--- src/rtl/cnna_mul_pkg.sv ---
// Shared constants and helpers for the pipelined CNN multiplier.
package cnna_mul_pkg;

    localparam int SAT_WRAP  = 0;
    localparam int SAT_CLAMP = 1;

    // Sign-extended operands plus one bit of headroom for the rounding add.
    function automatic int prod_width(int a_w, int b_w, bit a_s, bit b_s);
        int w;
        w = a_w + b_w + ((a_s && b_s) ? 0 : 1);
        return (w > a_w + b_w) ? w : a_w + b_w + 1;
    endfunction

endpackage

--- src/rtl/cnna_mul_pipe_post.sv ---
// Combinational extend, multiply, round, shift and range check.
module cnna_mul_pipe_post
    import cnna_mul_pkg::*;
#(
    parameter int A_W      = 13,
    parameter int B_W      = 15,
    parameter int P_W      = 16,
    parameter int A_SIGNED = 0,
    parameter int B_SIGNED = 0,
    parameter int SHIFT    = 0,
    parameter int ROUND    = 0,
    parameter int SAT      = 0
) (
    input  logic [A_W-1:0] a,
    input  logic [B_W-1:0] b,
    output logic [P_W-1:0] p,
    output logic           ovf
);

    localparam int PW = prod_width(A_W, B_W, A_SIGNED != 0, B_SIGNED != 0);
    localparam bit RES_S = (A_SIGNED != 0) || (B_SIGNED != 0);
    localparam int CW = (PW >= P_W + 2) ? PW : P_W + 2;
    localparam int RSH = (SHIFT > 0) ? SHIFT - 1 : 0;

    localparam logic signed [PW-1:0] ONE_P = 1;
    localparam logic signed [PW-1:0] RND =
        (ROUND != 0 && SHIFT > 0) ? (ONE_P <<< RSH) : '0;

    localparam logic signed [CW-1:0] ONE_C = 1;
    localparam logic signed [CW-1:0] MAXV = RES_S ?
        (ONE_C <<< (P_W - 1)) - ONE_C : (ONE_C <<< P_W) - ONE_C;
    localparam logic signed [CW-1:0] MINV = RES_S ?
        -(ONE_C <<< (P_W - 1)) : '0;

    logic signed [PW-1:0] ax;
    logic signed [PW-1:0] bx;
    logic signed [PW-1:0] prod;
    logic signed [PW-1:0] r;
    logic signed [CW-1:0] rc;
    logic                 over;
    logic                 under;

    always_comb begin
        ax = {{(PW-A_W){(A_SIGNED != 0) ? a[A_W-1] : 1'b0}}, a};
        bx = {{(PW-B_W){(B_SIGNED != 0) ? b[B_W-1] : 1'b0}}, b};
        prod = ax * bx;
        // Unsigned results are never negative here, so >>> equals >>.
        r = (prod + RND) >>> SHIFT;
        rc = CW'(r);
        over = rc > MAXV;
        under = rc < MINV;
        ovf = over || under;
        p = rc[P_W-1:0];
        if (SAT == SAT_CLAMP) begin
            if (over) begin
                p = MAXV[P_W-1:0];
            end else if (under) begin
                p = MINV[P_W-1:0];
            end
        end
    end

endmodule

--- src/rtl/cnna_mul_pipe.sv ---
// Pipelined multiplier with bubble-collapsing valid/ready stages.
module cnna_mul_pipe
    import cnna_mul_pkg::*;
#(
    parameter int A_W       = 13,
    parameter int B_W       = 15,
    parameter int P_W       = 16,
    parameter int A_SIGNED  = 0,
    parameter int B_SIGNED  = 0,
    parameter int SHIFT     = 0,
    parameter int ROUND     = 0,
    parameter int SAT       = 0,
    parameter int NUM_STAGE = 1
) (
    input  logic           ap_clk,
    input  logic           ap_rst_n,
    input  logic           in_valid,
    output logic           in_ready,
    input  logic [A_W-1:0] din0,
    input  logic [B_W-1:0] din1,
    output logic           out_valid,
    input  logic           out_ready,
    output logic [P_W-1:0] dout,
    output logic           ovf,
    output logic           ovf_sticky,
    input  logic           clr
);

    logic [P_W-1:0] pp;
    logic           pov;

    cnna_mul_pipe_post #(
        .A_W      (A_W),
        .B_W      (B_W),
        .P_W      (P_W),
        .A_SIGNED (A_SIGNED),
        .B_SIGNED (B_SIGNED),
        .SHIFT    (SHIFT),
        .ROUND    (ROUND),
        .SAT      (SAT)
    ) u_post (
        .a   (din0),
        .b   (din1),
        .p   (pp),
        .ovf (pov)
    );

    logic [NUM_STAGE:0]   acc;
    logic [NUM_STAGE-1:0] up_v;
    logic [P_W-1:0]       up_d [NUM_STAGE];
    logic [NUM_STAGE-1:0] up_o;

    logic [NUM_STAGE-1:0] v_q, v_d;
    logic [P_W-1:0]       d_q [NUM_STAGE];
    logic [P_W-1:0]       d_d [NUM_STAGE];
    logic [NUM_STAGE-1:0] o_q, o_d;
    logic                 sticky_q, sticky_d;

    always_comb begin
        acc[NUM_STAGE] = out_ready;
        for (int k = NUM_STAGE - 1; k >= 0; k--) begin
            acc[k] = !v_q[k] || acc[k+1];
        end
        up_v[0] = in_valid;
        up_d[0] = pp;
        up_o[0] = pov;
        for (int k = 1; k < NUM_STAGE; k++) begin
            up_v[k] = v_q[k-1];
            up_d[k] = d_q[k-1];
            up_o[k] = o_q[k-1];
        end
        v_d = v_q;
        d_d = d_q;
        o_d = o_q;
        // Data only moves with a valid token, so bubbles keep the last value.
        for (int k = 0; k < NUM_STAGE; k++) begin
            if (acc[k]) begin
                v_d[k] = up_v[k];
                if (up_v[k]) begin
                    d_d[k] = up_d[k];
                    o_d[k] = up_o[k];
                end
            end
        end
        sticky_d = sticky_q;
        if (clr) begin
            sticky_d = 1'b0;
        end else if (v_q[NUM_STAGE-1] && out_ready && o_q[NUM_STAGE-1]) begin
            sticky_d = 1'b1;
        end
    end

    always_ff @(posedge ap_clk or negedge ap_rst_n) begin
        if (!ap_rst_n) begin
            v_q <= '0;
            o_q <= '0;
            sticky_q <= 1'b0;
            for (int k = 0; k < NUM_STAGE; k++) begin
                d_q[k] <= '0;
            end
        end else begin
            v_q <= v_d;
            o_q <= o_d;
            sticky_q <= sticky_d;
            for (int k = 0; k < NUM_STAGE; k++) begin
                d_q[k] <= d_d[k];
            end
        end
    end

    assign in_ready   = acc[0];
    assign out_valid  = v_q[NUM_STAGE-1];
    assign dout       = d_q[NUM_STAGE-1];
    assign ovf        = o_q[NUM_STAGE-1];
    assign ovf_sticky = sticky_q;

endmodule

--- config.mk ---
export PLATFORM = sky130hd
export DESIGN_NAME = cnna_mul_pipe
export DESIGN_NICKNAME = d
export VERILOG_FILES = /design/src/rtl/cnna_mul_pkg.sv /design/src/rtl/cnna_mul_pipe_post.sv /design/src/rtl/cnna_mul_pipe.sv
export SDC_FILE = /design/constraint.sdc
export NUM_CORES = 1
export LEC_CHECK = 0
export BUFFER_PORTS_ARGS = -buffer_cell sky130_fd_sc_hd__buf_2
export CORE_UTILIZATION = 35
export DETAILED_ROUTE_END_ITERATION = 10
export PLACE_DENSITY = 0.54
export REMOVE_ABC_BUFFERS = 1
export SYNTH_ARGS = -nofsm -noshare
export SYNTH_HDL_FRONTEND = slang
export SYNTH_SLANG_ARGS = --single-unit
--- constraint.sdc ---
create_clock -name ap_clk -period 3.05 [get_ports ap_clk]
set_input_delay 0.305 -clock ap_clk [delete_from_list [all_inputs] [get_ports ap_clk]]
set_output_delay 0.305 -clock ap_clk [all_outputs]
set_load 0.02 [all_outputs]
Word-level counts from Yosys, hierarchy flattened
Index checks and enable logic that the tools add are counted.
Widths: inputs -> output; s select.
{"block": "word_totals", "regBits": 19, "out_inout_bits": 20, "elab_cells": 16}
{"block": "op_classes", "mul": 1, "magnitude_cmp": 2, "n_mux": 2, "n_reduce_logical": 7}
{"cell": "$gt 29x17->1 const B", "n": 1}
{"cell": "$lt 29x1->1 const B", "n": 1}
{"cell": "$mul 13x15->28", "n": 1}
{"cell": "$logic_and 1x1->1", "n": 2}
{"cell": "$logic_or 1x1->1", "n": 2}
{"cell": "$mux 1", "n": 2}
{"cell": "$reduce_and 2->1", "n": 1}
{"cell": "$reduce_bool 2->1", "n": 1}
{"cell": "$logic_not 1->1", "n": 1}

Longest topological paths before layout
{"block": "logic_depth", "word_depth": 4, "ltp_mapped": 23, "depth_no_buf": 21}

Cells and area by module
Synthesis repeated with hierarchy kept, for this count alone.
{"block": "unflattened", "cells_unflattened": 855, "area_unflattened_um2": 7429.6}
{"mod": "cnna_mul_pipe_post", "instances": 1, "cells_each": 813, "area_per_inst_um2": 6672.6}
{"mod": "cnna_mul_pipe", "instances": 1, "cells_each": 42, "area_per_inst_um2": 757.0}

Worst setup path before layout
Ideal clock, no wire load.
{"block": "synth_timing", "kind": "input to register", "from": "input port din1[7]", "to": "register o_q (netlist: ovf)", "setup_time_ns": 0.122, "arrival_time_ns": 5.755, "required_ns": 2.928, "path_slack_ns": -2.827, "stages": 21, "path_cell_list": "clkbuf_1 > nand2_1 > fa_1 > inv_1 > fa_1 > inv_1 > fa_1 > inv_1 > fa_1 > inv_1 > fa_1 > inv_1 > ha_1 > a21o_1 > o21bai_4 > or3_1 > a32o_1 > a2111oi_4 > o2111ai_1 > a2111o_1 > a2bb2oi_1"}
{"block": "synth_via", "elab_chain_len": 3, "elab_cells_between_ends": 4, "classes_between": "1 x mul; 2 x order compare; 1 x reduce/logical"}
{"item": "start, declared", "line": "cnna_mul_pipe.sv:20", "source": "input logic [B_W-1:0] din1,"}
{"item": "$mul 13x15->28 (*)", "line": "cnna_mul_pipe_post.sv:46", "source": "prod = ax * bx;"}
{"item": "$gt 29x17->1 / $lt 29x1->1 (equally long branches)", "line": "cnna_mul_pipe_post.sv:50, cnna_mul_pipe_post.sv:51"}
{"item": "$logic_or 1x1->1 (*)", "line": "cnna_mul_pipe_post.sv:52", "source": "ovf = over || under;"}
{"item": "end signal, assigned", "line": "cnna_mul_pipe.sv:96", "source": "o_q <= '0;"}
{"item": "end signal, assigned", "line": "cnna_mul_pipe.sv:103", "source": "o_q <= o_d;"}
{"item": "end, declared", "line": "cnna_mul_pipe.sv:56", "source": "logic [NUM_STAGE-1:0] o_q, o_d;"}
Mark *: on every way between the ends. The rest lies on a longest branch, timed or not.
A chain may end at the register's enable or synchronous reset.

Worst setup path after layout
{"block": "layout_timing", "from": "input port din1[8]", "to": "register o_q (netlist: ovf)"}
The elaborated chain is that of the path after synthesis.

==> metrics <==
worst r2r src out_valid; failing checks negative hold slack, negative setup slack; Hold Worst Slack -11.66 ps; Top Ports 53; Area Growth Syn to Fin 34.20%; startpoint type of the worst setup path primary input; Util after Layout 48.56%; CP Class in -> reg; number of DRC markers in iteration 0 154; period utilisation layout 173.1%; Crit path depth 23; post-route insts no fill 1259; CP endpoint kind flip-flop; slew margin rel. 68.28%; Num CTS Buffers 3; post-synthesis register bit count 19; Most used DFF post-synth dfrtp_1; post-synth top area cell fa_1; first-pass GRT wire length 29550 um; commonest non-fill, non-tap cell in the layout inv_1; CTS tree built; post-synthesis async set-or-reset flop share 100.0%; dominant delay contributor by cell family on the critical path adder cells; pin count of the biggest net entering global routing 29; wire per inst 13.92 um; Worst-path clk slew 50 ps; CTS root buffer clkbuf_16; vias per inst 4.652; cts hold-fix bufs 0; # rows 51; H-tree lvl count 1; reg2reg end ovf; routed wl met3 322 um; core box area 19720 um^2; Clk Latency, worst-skew pair 250 ps; unrepaired setup endpoints after global routing yes; max-slew violation count 0; post-synthesis sequential area ratio 6.664%; vias in the first global route 6381; Mapped Area 7134 um^2; All-Layer GR Usage 17.98%; worst-path fanout max 9; DR pass1 iterations 4; Congestion Overflow GR 0; Routed Antenna Nets 0; power density cells 1291 nW/um^2; # clock sinks 19; Synth Area per Inst 8.679 um^2; Final Skew 1.148 ps; crit path launch din1[8]; final setup fails 12; outcome finished, violations left; VDD IR max 0.0008820 V; WL final 17520 um; Final #Nets 1243; WP data arrival 5400 ps; count of cell types in the netlist 46; Max-Cap Viols 0; clk buf depth 2; DP Cell Count 1227; FF-to-FF setup slack 770 ps; Die Wd 144.8 um; worst setup margin -2229 ps; most common cell type on the critical path fa_1; top cell type's share of synthesized area 40.13%; cell area after layout 9574 um^2; Detail Placement HPWL 15140 um; critical path required time 3180 ps; wire length on met1 7650 um; most frequent cells in the layout inv_1 (164), fa_1 (131), buf_4 (131), nand2_1 (123), and2_1 (64); crit path cell chain buf_6, buf_8, and2_4, fa_1, inv_2, fa_1, inv_1, fa_1, fa_1, inv_2, fa_1, inv_2, ha_4, o21a_1, o2111ai_2, o21a_1, nand2_2, a311o_1, buf_4, nor2_1, o31ai_1, a2111o_1, a2bb2oi_1; Post-synth EDFFs 0; DR top layer met4; Starting Density 36.18%; fin crit period 5279 ps; DR vias 5857; Die H 144.8 um; Worst-Margin Slew 473.0 ps; synth warn 0; fmax 189.4 MHz; initial antenna violation count 0; Leak 4.901 nW; PortBufs 52; placed inst area 8516 um^2; final hold violation count 19; critical path's largest stage delay 520 ps; R2R cell count 8; Placer Congestion 0.8144; Slowest-stage cell, CP fa_1; DR WL met2 9431 um; Synth area leaders fa_1 (40%), ha_1 (13%), inv_1 (9.8%); Mapped Cells 822; fraction of layout cells with a size suffix above 1 32.93%; Die ar. 20960 um^2; CP Buf/Inv Count 7; Residual DRC 0; Hold Path Class in -> async
==> power by group <==
part | switching (W) | internal (W) | leakage (nW)
registers | 0.0000487 | 0.000358 | 0.228
logic | 0.00552 | 0.00616 | 4.63
clock network | 0.0000932 | 0.000176 | 0.0409
total | 0.00567 | 0.00670 | 4.90
==> cell type report <==
cell class                      count  area (um^2)
Clock inverter                      1        5.005
Multi-Input combinational cell    582         6337
Fill cell                        1880        10140
Clock buffer                        3        75.07
Sequential cell                    19        475.5
Timing Repair Buffer              201         1645
Tap cell                          265        331.6
Inverter                          187        701.9
Antenna cell                        1        2.502
==> sequential cells by signal (all words and copies together), names as in the netlist <==
name and count:
ovf 1, out_valid 1, dout 16, ovf_sticky 1
==> through the flow <==
step / setup TNS, ps / total power [W] / setup WS [ps]
after global placement: -21340 / 0.009499 / -2847
after detailed placement: -21740 / 0.009552 / -2864
final: -14540 / 0.01236 / -2229
after CTS: -14990 / 0.01234 / -2190
after floorplan: -13350 / 0.005857 / -2545
after global routing: -16610 / 0.01372 / -2455
==> timing repair <==
action	4_1_cts	5_1_grt
endpoints found under the setup margin	13	12
gates resized for setup	190	15
buffers inserted	26	2
cloned	1	0
pin swaps	111	18
endpoints found under the hold margin	0	0
==> per-layer routing <==
metal  global-route usage [%]  vias up
met5                        0        -
met4                    2.161        0
met3                    1.250       16
met2                    34.69       71
met1                    22.27     2949
li1                         -     2821
==> logic make-up (layout without fill, tap and decap cells) <==
group                    count (synthesis)  count (layout)  synth area share (%)
flip-flops                              19              19                 6.664
AO/OA/AOI/OAI                           83              83                 7.910
buffers and inverters                  221             392                 11.79
adder cells (fa/ha/maj)                216             216                 52.93
XOR/XNOR                                12              12                 1.473
multiplexers                             9               9                 1.350
AND/OR/NAND/NOR                        262             262                 17.89
other                                    0               1                     0
==> cells in the mapped netlist, types with 4 or more instances <==
cell type  number
o21ai_0        24
xnor2_1         6
nand3_1         6
nor2_1          8
dfrtp_1        19
mux2_2          5
nor4_1          4
a21oi_1        19
nor2b_1         6
and2_1         87
inv_1         187
nand2b_1        6
xor2_1          6
clkbuf_1       31
o31ai_1         4
nand2_1       136
o21a_1          7
fa_1          143
a21o_1          8
mux2i_1         4
ha_1           73
==> worst max path at each step <==
stage and to:
6_report ovf, 5_1_grt ovf, 4_1_cts ovf, 3_5_place_dp ovf, 3_3_place_gp ovf, 2_1_floorplan ovf
==> worst reg2reg max path, stage by stage (launching register included) <==
cell	delay, ps
dfrtp_1	380
nand2b_1	120
nand2_1	130
nor4_1	290
nand4b_1	210
a2111oi_4	370
o2111ai_1	150
a2111o_1	370
a2bb2oi_1	140
No activity file was read; power rests on OpenSTA's default activity.
